$ cat config.mk
export PLATFORM = sky130hd
export DESIGN_NAME = replay_read_ctrl_flat
export DESIGN_NICKNAME = d
export VERILOG_FILES = /design/src/rtl/replay_read_ctrl_pkg.sv /design/src/rtl/replay_read_ctrl_if.sv /design/src/rtl/replay_read_ctrl.sv /design/src/flat_wrapper.sv
export SDC_FILE = /design/constraint.sdc
export NUM_CORES = 1
export LEC_CHECK = 0
export ABC_AREA = 1
export BUFFER_PORTS_ARGS = -buffer_cell sky130_fd_sc_hd__buf_4
export CELL_PAD_IN_SITES_DETAIL_PLACEMENT = 1
export CELL_PAD_IN_SITES_GLOBAL_PLACEMENT = 1
export CORE_MARGIN = 4
export CORE_UTILIZATION = 34
export CTS_CLUSTER_SIZE = 16
export DETAILED_ROUTE_END_ITERATION = 10
export GPL_ROUTABILITY_DRIVEN = 0
export PLACE_DENSITY_LB_ADDON = 0.05
export SLEW_MARGIN = 15
export SYNTH_ARGS = -nofsm -noshare
export SYNTH_HDL_FRONTEND = slang
export SYNTH_SLANG_ARGS = --single-unit
$ cat constraint.sdc
create_clock -name clk_i -period 5.7 [get_ports clk_i]
set_input_delay 1.425 -clock clk_i [delete_from_list [all_inputs] [get_ports clk_i]]
set_output_delay 1.425 -clock clk_i [all_outputs]
set_load 0.005 [all_outputs]
$ cat src/rtl/replay_read_ctrl_pkg.sv
// Shared VLSU types for the replay read-side controller.
package replay_read_ctrl_pkg;

  typedef enum logic [1:0] {
    IDLE   = 2'd0,
    LOAD   = 2'd1,
    REPLAY = 2'd2
  } replay_state_e;

endpackage

$ cat src/rtl/replay_read_ctrl_if.sv
// Lane-facing valid/ready stream carrying operand words and pass markers.
interface replay_read_ctrl_if #(
  parameter int RD_DATA_WIDTH = 32
);
  logic                     valid_o;
  logic                     ready_i;
  logic [RD_DATA_WIDTH-1:0] data_o;
  logic                     pass_last_o;
  logic                     cmd_last_o;

  modport master (output valid_o, output data_o, output pass_last_o, output cmd_last_o,
                  input  ready_i);
  modport slave  (input  valid_o, input  data_o, input  pass_last_o, input  cmd_last_o,
                  output ready_i);
endinterface

$ cat src/rtl/replay_read_ctrl.sv
// Drains a re-readable operand buffer to the lanes N times: pass 1 overlaps
// the load, later passes replay retained data; flushes the buffer at the end.
module replay_read_ctrl
  import replay_read_ctrl_pkg::*;
#(
  parameter int RD_DATA_WIDTH = 32,
  parameter int NR_LANES      = 4,
  parameter int DEPTH         = 8,
  parameter int PASS_W        = 4,
  localparam int LEN_W        = $clog2(DEPTH + 1)
) (
  input  logic                     clk_i,
  input  logic                     rst_ni,
  input  logic                     cmd_valid_i,
  output logic                     cmd_ready_o,
  input  logic [LEN_W-1:0]         cmd_len_i,
  input  logic [PASS_W-1:0]        cmd_passes_i,
  input  logic                     abort_i,
  input  logic                     fifo_push_i,
  output logic                     fifo_final_push_o,
  input  logic                     fifo_empty_i,
  input  logic [RD_DATA_WIDTH-1:0] fifo_data_i,
  output logic                     fifo_pop_o,
  output logic                     fifo_flush_o,
  replay_read_ctrl_if.master       lane_if,
  output logic                     done_o
);

  replay_state_e     state_q, state_d;
  logic [LEN_W-1:0]  len_q, len_d;
  logic [PASS_W-1:0] passes_q, passes_d;
  logic [LEN_W-1:0]  wr_cnt_q, wr_cnt_d;
  logic [LEN_W-1:0]  rd_cnt_q, rd_cnt_d;
  logic [PASS_W-1:0] pass_cnt_q, pass_cnt_d;
  logic              loaded_q, loaded_d;
  logic              done_q, done_d;

  logic              valid;
  logic              pop;
  logic              abort_act;
  logic              rd_end;
  logic              final_pass;
  logic [LEN_W:0]    wr_sum;

  assign wr_sum     = {1'b0, wr_cnt_q} + (LEN_W+1)'(NR_LANES);
  assign rd_end     = (rd_cnt_q == len_q - LEN_W'(1));
  assign final_pass = (pass_cnt_q == passes_q - PASS_W'(1));
  assign abort_act  = abort_i & (state_q != IDLE);

  always_comb begin
    state_d           = state_q;
    len_d             = len_q;
    passes_d          = passes_q;
    wr_cnt_d          = wr_cnt_q;
    rd_cnt_d          = rd_cnt_q;
    pass_cnt_d        = pass_cnt_q;
    loaded_d          = loaded_q;
    done_d            = 1'b0;
    cmd_ready_o       = 1'b0;
    valid             = 1'b0;
    fifo_final_push_o = 1'b0;
    fifo_flush_o      = 1'b0;

    unique case (state_q)
      IDLE: begin
        cmd_ready_o = 1'b1;
        if (cmd_valid_i) begin
          len_d      = cmd_len_i;
          passes_d   = (cmd_passes_i == '0) ? PASS_W'(1) : cmd_passes_i;
          wr_cnt_d   = '0;
          rd_cnt_d   = '0;
          pass_cnt_d = '0;
          loaded_d   = 1'b0;
          state_d    = LOAD;
        end
      end
      LOAD: begin
        // Holding the last pass-1 word until read-only mode is live makes the
        // buffer's read pointer wrap at len instead of reading past it.
        valid = ~fifo_empty_i & ~(rd_end & ~loaded_q);
        if (fifo_push_i && !loaded_q && !abort_i) begin
          wr_cnt_d          = wr_sum[LEN_W-1:0];
          fifo_final_push_o = (wr_sum >= {1'b0, len_q});
          loaded_d          = fifo_final_push_o;
        end
      end
      REPLAY: valid = 1'b1;
      default: state_d = IDLE;
    endcase

    if (abort_act) begin
      valid        = 1'b0;
      fifo_flush_o = 1'b1;
      state_d      = IDLE;
    end

    pop = valid & lane_if.ready_i;
    if (pop) begin
      if (rd_end) begin
        rd_cnt_d   = '0;
        pass_cnt_d = pass_cnt_q + PASS_W'(1);
        if (final_pass) begin
          fifo_flush_o = 1'b1;
          done_d       = 1'b1;
          state_d      = IDLE;
        end else begin
          state_d = REPLAY;
        end
      end else begin
        rd_cnt_d = rd_cnt_q + LEN_W'(1);
      end
    end
  end

  always_ff @(posedge clk_i or negedge rst_ni) begin
    if (!rst_ni) begin
      state_q    <= IDLE;
      len_q      <= '0;
      passes_q   <= '0;
      wr_cnt_q   <= '0;
      rd_cnt_q   <= '0;
      pass_cnt_q <= '0;
      loaded_q   <= 1'b0;
      done_q     <= 1'b0;
    end else begin
      state_q    <= state_d;
      len_q      <= len_d;
      passes_q   <= passes_d;
      wr_cnt_q   <= wr_cnt_d;
      rd_cnt_q   <= rd_cnt_d;
      pass_cnt_q <= pass_cnt_d;
      loaded_q   <= loaded_d;
      done_q     <= done_d;
    end
  end

  assign fifo_pop_o          = pop;
  assign done_o              = done_q;
  assign lane_if.valid_o     = valid;
  assign lane_if.data_o      = fifo_data_i;
  assign lane_if.pass_last_o = valid & rd_end;
  assign lane_if.cmd_last_o  = valid & rd_end & final_pass;

endmodule

$ cat src/flat_wrapper.sv
// flat-port wrapper written by rule: the top's interface ports become plain ports
module replay_read_ctrl_flat import replay_read_ctrl_pkg::*;
#(
  parameter int RD_DATA_WIDTH = 32,
  parameter int NR_LANES      = 4,
  parameter int DEPTH         = 8,
  parameter int PASS_W        = 4,
  localparam int LEN_W        = $clog2(DEPTH + 1)
)
  (clk_i, rst_ni, cmd_valid_i, cmd_ready_o, cmd_len_i, cmd_passes_i, abort_i, fifo_push_i, fifo_final_push_o, fifo_empty_i, fifo_data_i, fifo_pop_o, fifo_flush_o, done_o, lane_if_valid_o, lane_if_data_o, lane_if_pass_last_o, lane_if_cmd_last_o, lane_if_ready_i);
  replay_read_ctrl_if #(.RD_DATA_WIDTH(RD_DATA_WIDTH)) lane_if_i ();
  input  logic clk_i;
  input  logic rst_ni;
  input  logic cmd_valid_i;
  output logic cmd_ready_o;
  input  logic [LEN_W-1:0] cmd_len_i;
  input  logic [PASS_W-1:0] cmd_passes_i;
  input  logic abort_i;
  input  logic fifo_push_i;
  output logic fifo_final_push_o;
  input  logic fifo_empty_i;
  input  logic [RD_DATA_WIDTH-1:0] fifo_data_i;
  output logic fifo_pop_o;
  output logic fifo_flush_o;
  output logic done_o;
  output wire logic [$bits(lane_if_i.valid_o)-1:0] lane_if_valid_o;
  output wire logic [$bits(lane_if_i.data_o)-1:0] lane_if_data_o;
  output wire logic [$bits(lane_if_i.pass_last_o)-1:0] lane_if_pass_last_o;
  output wire logic [$bits(lane_if_i.cmd_last_o)-1:0] lane_if_cmd_last_o;
  input wire logic [$bits(lane_if_i.ready_i)-1:0] lane_if_ready_i;
  assign lane_if_valid_o = lane_if_i.valid_o;
  assign lane_if_data_o = lane_if_i.data_o;
  assign lane_if_pass_last_o = lane_if_i.pass_last_o;
  assign lane_if_cmd_last_o = lane_if_i.cmd_last_o;
  assign lane_if_i.ready_i = lane_if_ready_i;
  replay_read_ctrl #(.RD_DATA_WIDTH(RD_DATA_WIDTH), .NR_LANES(NR_LANES), .DEPTH(DEPTH), .PASS_W(PASS_W)) u_core (.clk_i(clk_i), .rst_ni(rst_ni), .cmd_valid_i(cmd_valid_i), .cmd_ready_o(cmd_ready_o), .cmd_len_i(cmd_len_i), .cmd_passes_i(cmd_passes_i), .abort_i(abort_i), .fifo_push_i(fifo_push_i), .fifo_final_push_o(fifo_final_push_o), .fifo_empty_i(fifo_empty_i), .fifo_data_i(fifo_data_i), .fifo_pop_o(fifo_pop_o), .fifo_flush_o(fifo_flush_o), .lane_if(lane_if_i), .done_o(done_o));
endmodule
# Yosys cells after proc, flatten, opt, wreduce, memory -nomap -nowiden
# Cells that the tools add are included.
[totals]
ff_bits = 24
input_bits = 47
output_inout_bits = 40
word_cells = 75
[op_classes]
add_sub_neg = 5
magnitude_cmp = 1
n_eq_ne = 6
mux = 32
n_bitwise = 9
n_reduce_logical = 14
[op_table]
columns = ["op", "n"]
rows = [
  ["$mux 4", 10],
  ["$mux 1", 13],
  ["$mux 2", 5],
  ["$add 4x1->4 const B", 2],
  ["$eq 4x4->1", 2],
  ["$pmux 4 s2", 1],
  ["$reduce_bool 2->1", 4],
  ["$sub 4x1->4 const B", 2],
  ["$and 1x1->1", 6],
  ["$add 4x3->5 const B", 1],
  ["$ge 5x4->1", 1],
  ["$logic_not 4->1", 1],
  ["$pmux 1 s2", 2],
  ["$pmux 2 s2", 1],
  ["$reduce_and 2->1", 2],
  ["$not 1->1", 3],
  ["$reduce_and 3->1", 1],
  ["$eq 2x1->1 const B", 1],
  ["$eq 2x2->1 const B", 1],
  ["$logic_and 1x1->1", 2],
  ["$logic_not 1->1", 2],
  ["$logic_not 2->1", 1],
  ["$ne 2x1->1 const B", 1],
  ["$ne 2x2->1 const B", 1],
  ["$reduce_or 2->1", 1],
]

# Longest topological paths before layout
[depth]
word_depth = 10
ltp_mapped = 15
ltp_nobuf = 15

# Worst setup path before layout
# No wires, ideal clock.
[synth_path]
path_type = "input-to-output"
start = "in abort_i"
end = "out fifo_flush_o"
arrival_ns = 2.363
required_time_ns = 4.275
setup_slack_ns = 1.912
stages = 7
path_buffers = 0
cell_sequence = "inv_1 nor2_1 nor2_1 nand3_4 inv_4 nand2_1 nand2_1"
[synth_between]
word_cells_on_any_way = 7
classes_between = "mux (5); bitwise (2)"
[synth_lines]
columns = ["item", "line_no", "text"]
rows = [
  ["from (decl)", "flat_wrapper.sv:18", "input logic abort_i;"],
  ["$and 1x1->1", "replay_read_ctrl.sv:48", "assign abort_act = abort_i & (state_q != IDLE);"],
  ["$mux 1", "replay_read_ctrl.sv:91", "if (abort_act) begin"],
  ["$and 1x1->1", "replay_read_ctrl.sv:97", "pop = valid & lane_if.ready_i;"],
  ["via fifo_pop_o", "flat_wrapper.sv:23", "output logic fifo_pop_o;"],
  ["$mux 1", "replay_read_ctrl.sv:98", "if (pop) begin"],
  ["to (decl)", "flat_wrapper.sv:24", "output logic fifo_flush_o;"],
]
# The timed path passes the listed nets, and every way through them passes these cells.

# Worst setup path in the final report
[layout_path]
start = "in abort_i"
end = "out fifo_flush_o"
[layout_between]
elab_chain_len = 5
word_cells_on_any_way = 7
classes_between = "mux (5); bitwise (2)"
[layout_rtl]
columns = ["item", "line_no", "text"]
rows = [
  ["$and 1x1->1 *", "replay_read_ctrl.sv:48", ""],
  ["$mux 1", "replay_read_ctrl.sv:91", ""],
  ["$mux 1", "replay_read_ctrl.sv:102", "if (final_pass) begin"],
  ["$mux 1", "replay_read_ctrl.sv:99", "if (rd_end) begin"],
  ["$mux 1 *", "replay_read_ctrl.sv:98", ""],
]
# Mark *: on every way between the ends. The rest lies on a longest branch, timed or not.

==> impl_metrics.py <==
metrics = {
    "run_status": {
        "run_status": "finished clean",
    },
    "finish": {
        "final_nets": 286,
        "drive_gt1_share_pct": 18.0,
        "final.fill_count": 613,
        "areaGrowthSynthToFinish_pct": 4.17,
        "diodes": 0,
    },
    "setup_path": {
        "crit_fanout": 10,
        "cp-start-kind": "input port",
        "worstSetupPathType": "in2out",
        "required_ns": 4.28,
        "crit_chain": "buf_4, inv_1, nor2_1, nor2_1, nand3_4, inv_4, nand2_1, nand2_1, buf_4",
        "endpoint_kind": "primary output",
        "max_stage_delay_ns": 0.56,
        "critPathArrivalTime_ns": 2.80,
        "critPathSlowestCell": "nor2_1",
        "reg2reg_setup_slack_ns": 3.42,
    },
    "timing": {
        "final_max_slew_viol_count": 0,
        "finalCriticalPeriod_ns": 4.22,
        "period_share_pct": 74.1,
        "skew_ns": 0.00398,
        "max_freq_ghz": 0.237,
        "relSlewSlack_pct": 52.2,
        "hold_violations": 0,
        "setup_viol": 0,
        "rsz0062_at_grt": "false",
        "tightestPinTransition_ns": 0.715,
        "whs_ns": 0.508,
        "fin_tns_setup_ns": 0,
    },
    "detailed_routing": {
        "ant_nets": 0,
        "wl_um": 4360,
        "drt_iter0_markers": 52,
        "drc": 0,
        "firstDrtPassIters": 4,
        "vias": 1434,
        "wl_per_cell_um": 14.8,
        "via_per_inst": 4.86,
    },
    "clock_tree": {
        "clkLatencyLatePin_ns": 0.27,
        "cts_buffers": 3,
        "cts_tree": "yes",
        "postCtsSetupRepairBufs": 0,
        "clockBufferDepth": 2,
        "cts_resized": 0,
        "root_buffer": "clkbuf_8",
        "path_clk_slew_ns": 0.09,
        "cts-hold-fix-buffers": 0,
        "htreeDepth": 1,
        "cts_sinks": 22,
    },
    "floorplanning": {
        "fp.dieW_um": 79.6,
        "die_y_um": 79.6,
        "num_io_pins": 87,
        "placementRows": 25,
        "initial_core_util_pct": 35.9,
        "core_mm2": 0.00485,
        "die-area_mm2": 0.00633,
    },
    "global_route": {
        "grt_max_degree": 23,
        "grt_pass1_vias": 1573,
        "grt_usage_pct": 15.2,
        "overflow": 0,
        "grt_antenna_before_repair": 0,
        "grt_pass1_wl_um": 7670,
    },
    "placement": {
        "portBuffers": 22,
        "hpwl_um": 3440,
    },
    "yosys": {
        "synth_cells": 236,
        "synth-seq-cells": 22,
        "async_reset_ff_share_pct": 100,
        "netlist_area_mm2": 0.00174,
        "synth.net_count": 293,
        "yosysSeqAreaShare_pct": 31.6,
        "synth_cell_types": 28,
        "yosysWarnings": 0,
        "synth_top_area_share_pct": 31.6,
        "syn_avg_cell_area_um2": 7.38,
        "synth.area.top_cells": "dfrtp_1, buf_4, nand2_1",
        "ys.flop_type": "dfrtp_1",
        "synth_edf_count": 0,
        "yosys.area.top_type": "dfrtp_1",
    },
    "pwr": {
        "leakage_nw": 0.946,
        "ir_drop_v": 0.000154,
        "p_per_area_mw_per_mm2": 440,
    },
    "run": {
        "max-cap-violations": 0,
    },
    "worst_hold_path": {
        "hp-class": "reg2reg",
    },
}
[path summary, 6_finish.rpt]
kind                                              to               from  cells after the start
worst max-delay path                    fifo_flush_o            abort_i                      9
worst min-delay path                 u_core.loaded_q    u_core.loaded_q                      2
worst max register to register  u_core.pass_cnt_q[1]  u_core.state_q[0]                      9
worst min register to register       u_core.loaded_q    u_core.loaded_q                      2
max in group asynchronous         u_core.rd_cnt_q[2]             rst_ni                      1
min in group asynchronous            u_core.len_q[3]             rst_ni                      1
[placed cells by master (no fill, tap or decap), drive strengths merged]
cell type	n
inv	33
or2	4
buf	22
a31oi	1
nand4	7
clkinv	1
dfrtp	22
fa	1
clkbuf	3
nand3	19
o31ai	1
xnor2	5
nand2	59
nor3	2
a21oi	4
bufinv	1
ha	9
nor2	13
xor2	3
o21ai	17
o211ai	1
[cells by family (layout without fill, tap and decap cells)]
family | count (synthesis) | count (layout) | share of synthesized area [%]
AO/OA/AOI/OAI | 24 | 24 | 7.26
flip-flops | 22 | 22 | 31.6
XOR/XNOR | 8 | 8 | 4.02
adder cells (fa/ha/maj) | 10 | 10 | 7.62
buffers and inverters | 68 | 60 | 21.7
AND/OR/NAND/NOR | 104 | 104 | 27.8
[flip-flops by register name (all words and copies together) (netlist names)]
name and count:
u_core.passes_q 4, u_core.state_q 2, u_core.len_q 4, u_core.loaded_q 1, u_core.pass_cnt_q 4, u_core.done_o 1
u_core.wr_cnt_q 2, u_core.rd_cnt_q 4
[synthesized netlist by cell type, types with 3 or more instances]
cell type,n
a21oi_1,4
buf_4,32
dfrtp_1,22
ha_1,9
inv_1,29
inv_2,3
nand2_1,55
nand2_2,3
nand3_1,16
nand4_1,7
nor2_1,12
o21ai_0,17
or2_2,3
xnor2_1,5
xor2_1,3
[where the power goes]
group,switching [mW],internal [mW]
Clock,0.0617,0.0940
Combinational,0.246,0.149
Sequential,0.0453,0.201
[critical path, delay by kind of cell]
kind                   cells  cell delay, ns
AND/OR/NAND/NOR            5            0.97
buffers and inverters      4            0.40
[layer usage]
metal	track usage (%)	share of wire (%)
met5	0	0
met3	2.60	6.6
met4	7.39	5.1
met1	18.5	42
met2	25.7	46
[cell type report]
cell class	count	area, µm²	share of cell area (%)
Sequential cell	22	551	30.3
Inverter	34	130	7.17
Tap cell	67	83.8	4.62
Clock inverter	1	30.0	1.66
Timing Repair Buffer	22	165	9.10
Multi-Input combinational cell	146	813	44.8
Clock buffer	3	41.3	2.28
[stage by stage]
| step | std cells | setup slack, ns | utilization [%] | power (mW) | area (µm²) |
|---|---|---|---|---|---|
| 3_3_place_gp | 291 | 1.50 | 35.9 | 0.631 | 1740 |
| 4_1_cts | 295 | 1.47 | 37.4 | 0.813 | 1810 |
| 6_report | 295 | 1.48 | 37.4 | 0.798 | 1810 |
| 3_5_place_dp | 291 | 1.47 | 35.9 | 0.652 | 1740 |
| 5_1_grt | 295 | 1.32 | 37.4 | 0.883 | 1810 |
| 2_1_floorplan | 236 | 1.91 | - | 0.549 | 1740 |
(Power assumes the default switching activity.)
